[src/rtl/debounce_pkg.sv]
// Shared types and helpers for the debouncer bank.
// Latency: n/a (types and constant functions only).
// Backpressure: n/a.
package debounce_pkg;

  // Per-channel state: settled on the current level, or timing a candidate change
  typedef enum logic {
    ST_STABLE = 1'b0,
    ST_CHECK  = 1'b1
  } ch_state_e;

  // Counter width able to hold 0 .. cycles-1; never narrower than one bit
  function automatic int cnt_w(input int cycles);
    return (cycles < 2) ? 1 : $clog2(cycles);
  endfunction

endpackage

[src/rtl/debounce_bank_if.sv]
// Bundle of raw button inputs, repeat enables and debounced outputs.
// Latency: n/a (wires only).
// Backpressure: none; every output is a level or a single-cycle pulse.
interface debounce_bank_if #(
  parameter int N_CH = 4
);
  logic [N_CH-1:0] i_btn;
  logic [N_CH-1:0] i_rep_en;
  logic [N_CH-1:0] o_level;
  logic [N_CH-1:0] o_press;
  logic [N_CH-1:0] o_release;
  logic [N_CH-1:0] o_repeat;

  modport master (
    output i_btn, i_rep_en,
    input  o_level, o_press, o_release, o_repeat
  );

  modport slave (
    input  i_btn, i_rep_en,
    output o_level, o_press, o_release, o_repeat
  );
endinterface

[src/rtl/debounce_ch.sv]
// One debounce channel: synchroniser, stability FSM, press/release pulses, auto-repeat.
// Latency: level and press/release change SYNC_STAGES+STABLE_CYCLES cycles after btn settles.
// Backpressure: none; pulses are one cycle wide and are not held.
module debounce_ch
  import debounce_pkg::*;
#(
  parameter int SYNC_STAGES   = 2,
  parameter int STABLE_CYCLES = 65536,
  parameter int HOLD_CYCLES   = 1 << 24,
  parameter int REPEAT_CYCLES = 1 << 22
) (
  input  logic clk,
  input  logic rst,
  input  logic i_btn,
  input  logic i_rep_en,
  output logic o_level,
  output logic o_press,
  output logic o_release,
  output logic o_repeat
);

  localparam int CNT_W  = cnt_w(STABLE_CYCLES);
  localparam int HOLD_W = cnt_w(HOLD_CYCLES);
  // A repeat interval longer than the initial hold degenerates to the hold time
  localparam int RELOAD_I = (REPEAT_CYCLES >= HOLD_CYCLES) ? 0 : HOLD_CYCLES - REPEAT_CYCLES;

  localparam logic [CNT_W-1:0]  CNT_LAST    = CNT_W'(STABLE_CYCLES - 1);
  localparam logic [HOLD_W-1:0] HOLD_LAST   = HOLD_W'(HOLD_CYCLES - 1);
  localparam logic [HOLD_W-1:0] HOLD_RELOAD = HOLD_W'(RELOAD_I);

  logic [SYNC_STAGES-1:0] r_sync;
  ch_state_e              r_state;
  logic [CNT_W-1:0]       r_cnt;
  logic [HOLD_W-1:0]      r_hold;
  logic                   r_level;
  logic                   r_press;
  logic                   r_release;
  logic                   r_repeat;

  logic w_s;
  logic w_accept;
  logic w_releasing;

  assign w_s         = r_sync[SYNC_STAGES-1];
  // The candidate level has now been seen for STABLE_CYCLES consecutive edges
  assign w_accept    = (r_state == ST_CHECK) && (w_s != r_level) && (r_cnt == CNT_LAST);
  assign w_releasing = w_accept && r_level;

  // Shift the raw button through the synchroniser chain
  always_ff @(posedge clk) begin
    if (rst) r_sync <= '0;
    else     r_sync <= {r_sync[SYNC_STAGES-2:0], i_btn};
  end

  // Stability FSM: time a candidate level, accept it with a press/release pulse
  always_ff @(posedge clk) begin
    if (rst) begin
      r_state   <= ST_STABLE;
      r_cnt     <= '0;
      r_level   <= 1'b0;
      r_press   <= 1'b0;
      r_release <= 1'b0;
    end else begin
      r_press   <= 1'b0;
      r_release <= 1'b0;
      case (r_state)
        ST_STABLE: begin
          if (w_s != r_level) begin
            r_state <= ST_CHECK;
            r_cnt   <= CNT_W'(1);
          end
        end
        ST_CHECK: begin
          if (w_s == r_level) begin
            r_state <= ST_STABLE;
            r_cnt   <= '0;
          end else if (r_cnt == CNT_LAST) begin
            r_state   <= ST_STABLE;
            r_cnt     <= '0;
            r_level   <= w_s;
            r_press   <= w_s;
            r_release <= ~w_s;
          end else begin
            r_cnt <= r_cnt + CNT_W'(1);
          end
        end
      endcase
    end
  end

  // Hold counter: first repeat after HOLD_CYCLES, then every REPEAT_CYCLES; a release suppresses it
  always_ff @(posedge clk) begin
    if (rst) begin
      r_hold   <= '0;
      r_repeat <= 1'b0;
    end else begin
      r_repeat <= 1'b0;
      if (!r_level || !i_rep_en || w_releasing) begin
        r_hold <= '0;
      end else if (r_hold == HOLD_LAST) begin
        r_repeat <= 1'b1;
        r_hold   <= HOLD_RELOAD;
      end else begin
        r_hold <= r_hold + HOLD_W'(1);
      end
    end
  end

  assign o_level   = r_level;
  assign o_press   = r_press;
  assign o_release = r_release;
  assign o_repeat  = r_repeat;

endmodule

[src/rtl/debounce_bank.sv]
// Bank of N_CH independent button debouncers.
// Latency: SYNC_STAGES+STABLE_CYCLES cycles from a settled input to level/press/release.
// Backpressure: none; outputs are levels and one-cycle pulses.
module debounce_bank
  import debounce_pkg::*;
#(
  parameter int N_CH          = 4,
  parameter int SYNC_STAGES   = 2,
  parameter int STABLE_CYCLES = 65536,
  parameter int HOLD_CYCLES   = 1 << 24,
  parameter int REPEAT_CYCLES = 1 << 22
) (
  input logic            clk,
  input logic            rst,
  debounce_bank_if.slave bus
);

  // One fully independent channel per button; nothing is shared between them
  for (genvar g = 0; g < N_CH; g++) begin : g_ch
    debounce_ch #(
      .SYNC_STAGES  (SYNC_STAGES),
      .STABLE_CYCLES(STABLE_CYCLES),
      .HOLD_CYCLES  (HOLD_CYCLES),
      .REPEAT_CYCLES(REPEAT_CYCLES)
    ) u_ch (
      .clk      (clk),
      .rst      (rst),
      .i_btn    (bus.i_btn[g]),
      .i_rep_en (bus.i_rep_en[g]),
      .o_level  (bus.o_level[g]),
      .o_press  (bus.o_press[g]),
      .o_release(bus.o_release[g]),
      .o_repeat (bus.o_repeat[g])
    );
  end

endmodule
[src/flat_wrapper.sv]
// flat-port wrapper written by rule: the top's interface ports become plain ports
module debounce_bank_flat import debounce_pkg::*;
#(
  parameter int N_CH          = 4,
  parameter int SYNC_STAGES   = 2,
  parameter int STABLE_CYCLES = 65536,
  parameter int HOLD_CYCLES   = 1 << 24,
  parameter int REPEAT_CYCLES = 1 << 22
)
  (clk, rst, bus_i_btn, bus_i_rep_en, bus_o_level, bus_o_press, bus_o_release, bus_o_repeat);
  debounce_bank_if #(.N_CH(N_CH)) bus_i ();
  input logic clk;
  input logic rst;
  input wire logic [$bits(bus_i.i_btn)-1:0] bus_i_btn;
  input wire logic [$bits(bus_i.i_rep_en)-1:0] bus_i_rep_en;
  output wire logic [$bits(bus_i.o_level)-1:0] bus_o_level;
  output wire logic [$bits(bus_i.o_press)-1:0] bus_o_press;
  output wire logic [$bits(bus_i.o_release)-1:0] bus_o_release;
  output wire logic [$bits(bus_i.o_repeat)-1:0] bus_o_repeat;
  assign bus_i.i_btn = bus_i_btn;
  assign bus_i.i_rep_en = bus_i_rep_en;
  assign bus_o_level = bus_i.o_level;
  assign bus_o_press = bus_i.o_press;
  assign bus_o_release = bus_i.o_release;
  assign bus_o_repeat = bus_i.o_repeat;
  debounce_bank #(.N_CH(N_CH), .SYNC_STAGES(SYNC_STAGES), .STABLE_CYCLES(STABLE_CYCLES), .HOLD_CYCLES(HOLD_CYCLES), .REPEAT_CYCLES(REPEAT_CYCLES)) u_core (.clk(clk), .rst(rst), .bus(bus_i));
endmodule
[config.mk]
export PLATFORM = sky130hd
export DESIGN_NAME = debounce_bank_flat
export DESIGN_NICKNAME = d
export VERILOG_FILES = /design/src/rtl/debounce_pkg.sv /design/src/rtl/debounce_bank_if.sv /design/src/rtl/debounce_ch.sv /design/src/rtl/debounce_bank.sv /design/src/flat_wrapper.sv
export SDC_FILE = /design/constraint.sdc
export NUM_CORES = 1
export LEC_CHECK = 0
export BUFFER_PORTS_ARGS = -buffer_cell sky130_fd_sc_hd__buf_2
export CORE_MARGIN = 10
export CORE_UTILIZATION = 55
export DETAILED_ROUTE_END_ITERATION = 7
export PLACE_DENSITY = 0.74
export SLEW_MARGIN = 10
export SYNTH_ARGS = -nofsm -noshare
export SYNTH_HDL_FRONTEND = slang
export SYNTH_SLANG_ARGS = --single-unit
[constraint.sdc]
create_clock -name clk -period 2.2 [get_ports clk]
set_input_delay 0.44 -clock clk [delete_from_list [all_inputs] [get_ports clk]]
set_output_delay 0.44 -clock clk [all_outputs]
set_load 0.02 [all_outputs]
==> results_dict.tcl <==
set metrics [dict create \
    gp_congestion 0.869 \
    netlist_area_um2 9410 \
    nNetsFinal 1155 \
    dr.first_iter.drc_count 427 \
    grt_pass1_vias 7717 \
    synthCells 1111 \
    synth_compound_area_share_pct 13.9 \
    max-cap-violations 0 \
    worst_slew_pin_slew_ns 1.10 \
    synth_fa_ha_area_share_pct 1.06 \
    drc_errors 0 \
    first_pass_iters 5 \
    die_w_um 151 \
    clk_latency_ns 0.43 \
    post-route-period-util_pct 93.1 \
    synth_edf_count 0 \
    min_period_ns 2.05 \
    grt_pass1_wl_um 35500 \
    relSlewSlack_pct 26.4 \
    min_path_type "in -> reg" \
    layout_common_cells "dfxtp_1 (188), nor3_1 (89), nand3_1 (76)" \
    cpMaxStageDelayCell "dfxtp_1" \
    ys_ff_latch 188 \
    synthTopCellsByArea "dfxtp_1 (40%), nor3_1 (4.8%), nand4_1 (4.1%)" \
    cts_tree "built" \
    clk_pin_slew_worst_paths_ns 0.07 \
    instances_no_fill 1370 \
    multi_input_area_um2 5190 \
    track_usage_pct 18.4 \
    crit_family "simple AND/OR/NAND/NOR gates" \
    ys_seq_area_share_pct 40.0 \
    slew_violations 0 \
    power_density_nw_per_um2 614 \
    grt_overflow 0 \
    synthArstFlopShare_pct 0 \
    fin_setup_tns_ns 0 \
    ctsRootBufferMaster "clkbuf_16" \
    synth_top_area_share_pct 40.0 \
    hold_viol_final 0 \
    synth_top_family_by_area "simple AND/OR/NAND/NOR gates" \
    io_pins 26 \
    wl_per_cell_um 15.0 \
    cts_buffer_depth 2 \
    dp_hpwl_um 14300 \
    final_common_cell "dfxtp_1" \
    htreeDepth 4 \
    cpPeakStageDelay_ns 0.43 \
    clock_skew_ns 0.00727 \
    die_height_um 151 \
    crit_buf_inv 0 \
    dp_cells 1338 \
    yosysWarnings 0 \
    grt_max_degree 30 \
    cp-start-kind "flip-flop" \
    post-cts-setup-buffers 0 \
    peakVddDrop_v 0.000602 \
    finalSetupViolCount 0 \
    hold_buffers 0 \
    synth_ff_type "dfxtp_1" \
    yosysTopAreaCell "dfxtp_1" \
    core_area_um2 16700 \
    synth_cell_type_count 64 \
    wirelength_um 20600 \
    worst_setup_path_end_kind "flip-flop" \
    status "finished clean" \
    num_rows 47 \
    initial_core_util_pct 56.3 \
    yosys.area_share.simple_pct 32.9 \
    fill_cells 1468 \
    critical_path.cell_chain "ha_1 -> and3_1 -> nand4bb_1 -> or3_1 -> nor4b_2" \
    syn_avg_cell_area_um2 8.47 \
    critPathArrivalTime_ns 2.38 \
    port_buffers 25 \
    die_area_um2 22700 \
    avgViaCountPerCell 6.09 \
    rsz0062_at_grt "false" \
    cts.sink_count 188 \
    diodes 0 \
    ant_nets 0 \
    drive_gt1_share_pct 11.9 \
    antenna_found_initial 1 \
    max_freq_mhz 488 \
    cp_max_fo 7 \
    syn_nets 1129 \
    synth_mux_area_share_pct 0.958 \
    leakage_nw 3.19 \
    seq_area_um2 3760 \
    dr_total_vias 8344 \
    synth_xor_area_share_pct 6.14 \
    cts_buffers 17 \
    cp.required_ns 2.53 \
    area_growth_pct 11.7 \
    crit_type "reg -> reg" \
]
==> stage by stage <==
stage | cell area, um2 | hold WS, ns | power (mW) | util [%] | worst slack, ns
after floorplan | 9410 | 0.414 | 3.57 | - | 0.168
after global placement | 9940 | 0.416 | 3.62 | 59.5 | 0.0641
after detailed placement | 9940 | 0.444 | 3.62 | 59.5 | 0.0463
after CTS | 10500 | 0.211 | 6.52 | 62.8 | 0.0286
after global routing | 10500 | 0.227 | 6.69 | 62.9 | 0.0474
final | 10500 | 0.217 | 6.46 | 62.9 | 0.153
==> layer usage <==
layer  vias to the layer above  routed length, um  global-route usage, %
li1                       4231                  -                      -
met1                      3954               9690                   23.3
met2                       131               9850                   30.5
met3                        26                711                   4.00
met4                         2                280                   5.68
met5                         -                 20                      0
==> cell families (layout without fill, tap and decap cells) <==
| logic type | Yosys count | in the layout |
|---|---|---|
| DFF | 188 | 188 |
| AOI/OAI and AO/OA | 196 | 196 |
| muxes | 9 | 9 |
| xor gates and xnor gates | 66 | 66 |
| adders and majority gates | 8 | 8 |
| buffers and inverters | 105 | 144 |
| and+or+nand+nor | 539 | 539 |
==> cell usage after synthesis (all sizes together), types with 33 or more instances <==
cell type and instances:
nor3 91, or3 33, nor2 38, dfxtp 188, nand2 72, clkbuf 35, inv 34, nand4 66
a31oi 39, o21ai 44, a21oi 34, nand3 77, buf 36, xnor2 35
==> sequential cells by signal, summed over array words and instances, names as in the netlist <==
name	cells
u_core.g_ch.u_ch.o_level	4
u_core.g_ch.u_ch.o_press	4
u_core.g_ch.u_ch.o_release	4
u_core.g_ch.u_ch.o_repeat	4
u_core.g_ch.u_ch.r_cnt	64
u_core.g_ch.u_ch.r_hold	96
u_core.g_ch.u_ch.r_state	4
u_core.g_ch.u_ch.r_sync	8
==> repair_timing <==
item,4_1_cts,5_1_grt
endpoints found under the setup margin,0,36
hold endpoints to repair,0,0
gates resized for setup,0,3
==> cell type report <==
type / instances / area share (%)
multi-input cells: 818 / 49.4
flip-flops and latches: 188 / 35.8
repair buffers: 78 / 5.69
clock buffers: 21 / 4.38
well taps: 220 / 2.62
inverters: 34 / 1.21
clock inverters: 11 / 0.905
==> path summary, 6_finish.rpt <==
| path | start | to | cells after the start | slack, ns |
|---|---|---|---|---|
| setup / recovery | u_core.g_ch[1].u_ch.r_cnt[0]$_SDFFE_PP0P_ | u_core.g_ch[1].u_ch.o_release$_SDFF_PP0_ | 5 | 0.15 |
| hold / removal | bus_i_btn[0] | u_core.g_ch[0].u_ch.r_sync[0]$_SDFF_PP0_ | 2 | 0.22 |
| setup reg to reg | u_core.g_ch[1].u_ch.r_cnt[0]$_SDFFE_PP0P_ | u_core.g_ch[1].u_ch.o_release$_SDFF_PP0_ | 5 | 0.15 |
| hold reg to reg | u_core.g_ch[0].u_ch.r_sync[0]$_SDFF_PP0_ | u_core.g_ch[0].u_ch.r_sync[1]$_SDFF_PP0_ | 1 | 0.44 |
==> where the power goes <==
group	switching, mW	leakage, nW	internal, mW
clock	1.30	0.269	1.61
sequential	0.0142	1.52	3.42
combinational	0.0710	1.40	0.0447
total	1.39	3.19	5.07
Note: power is estimated with default switching activity, not from simulation.
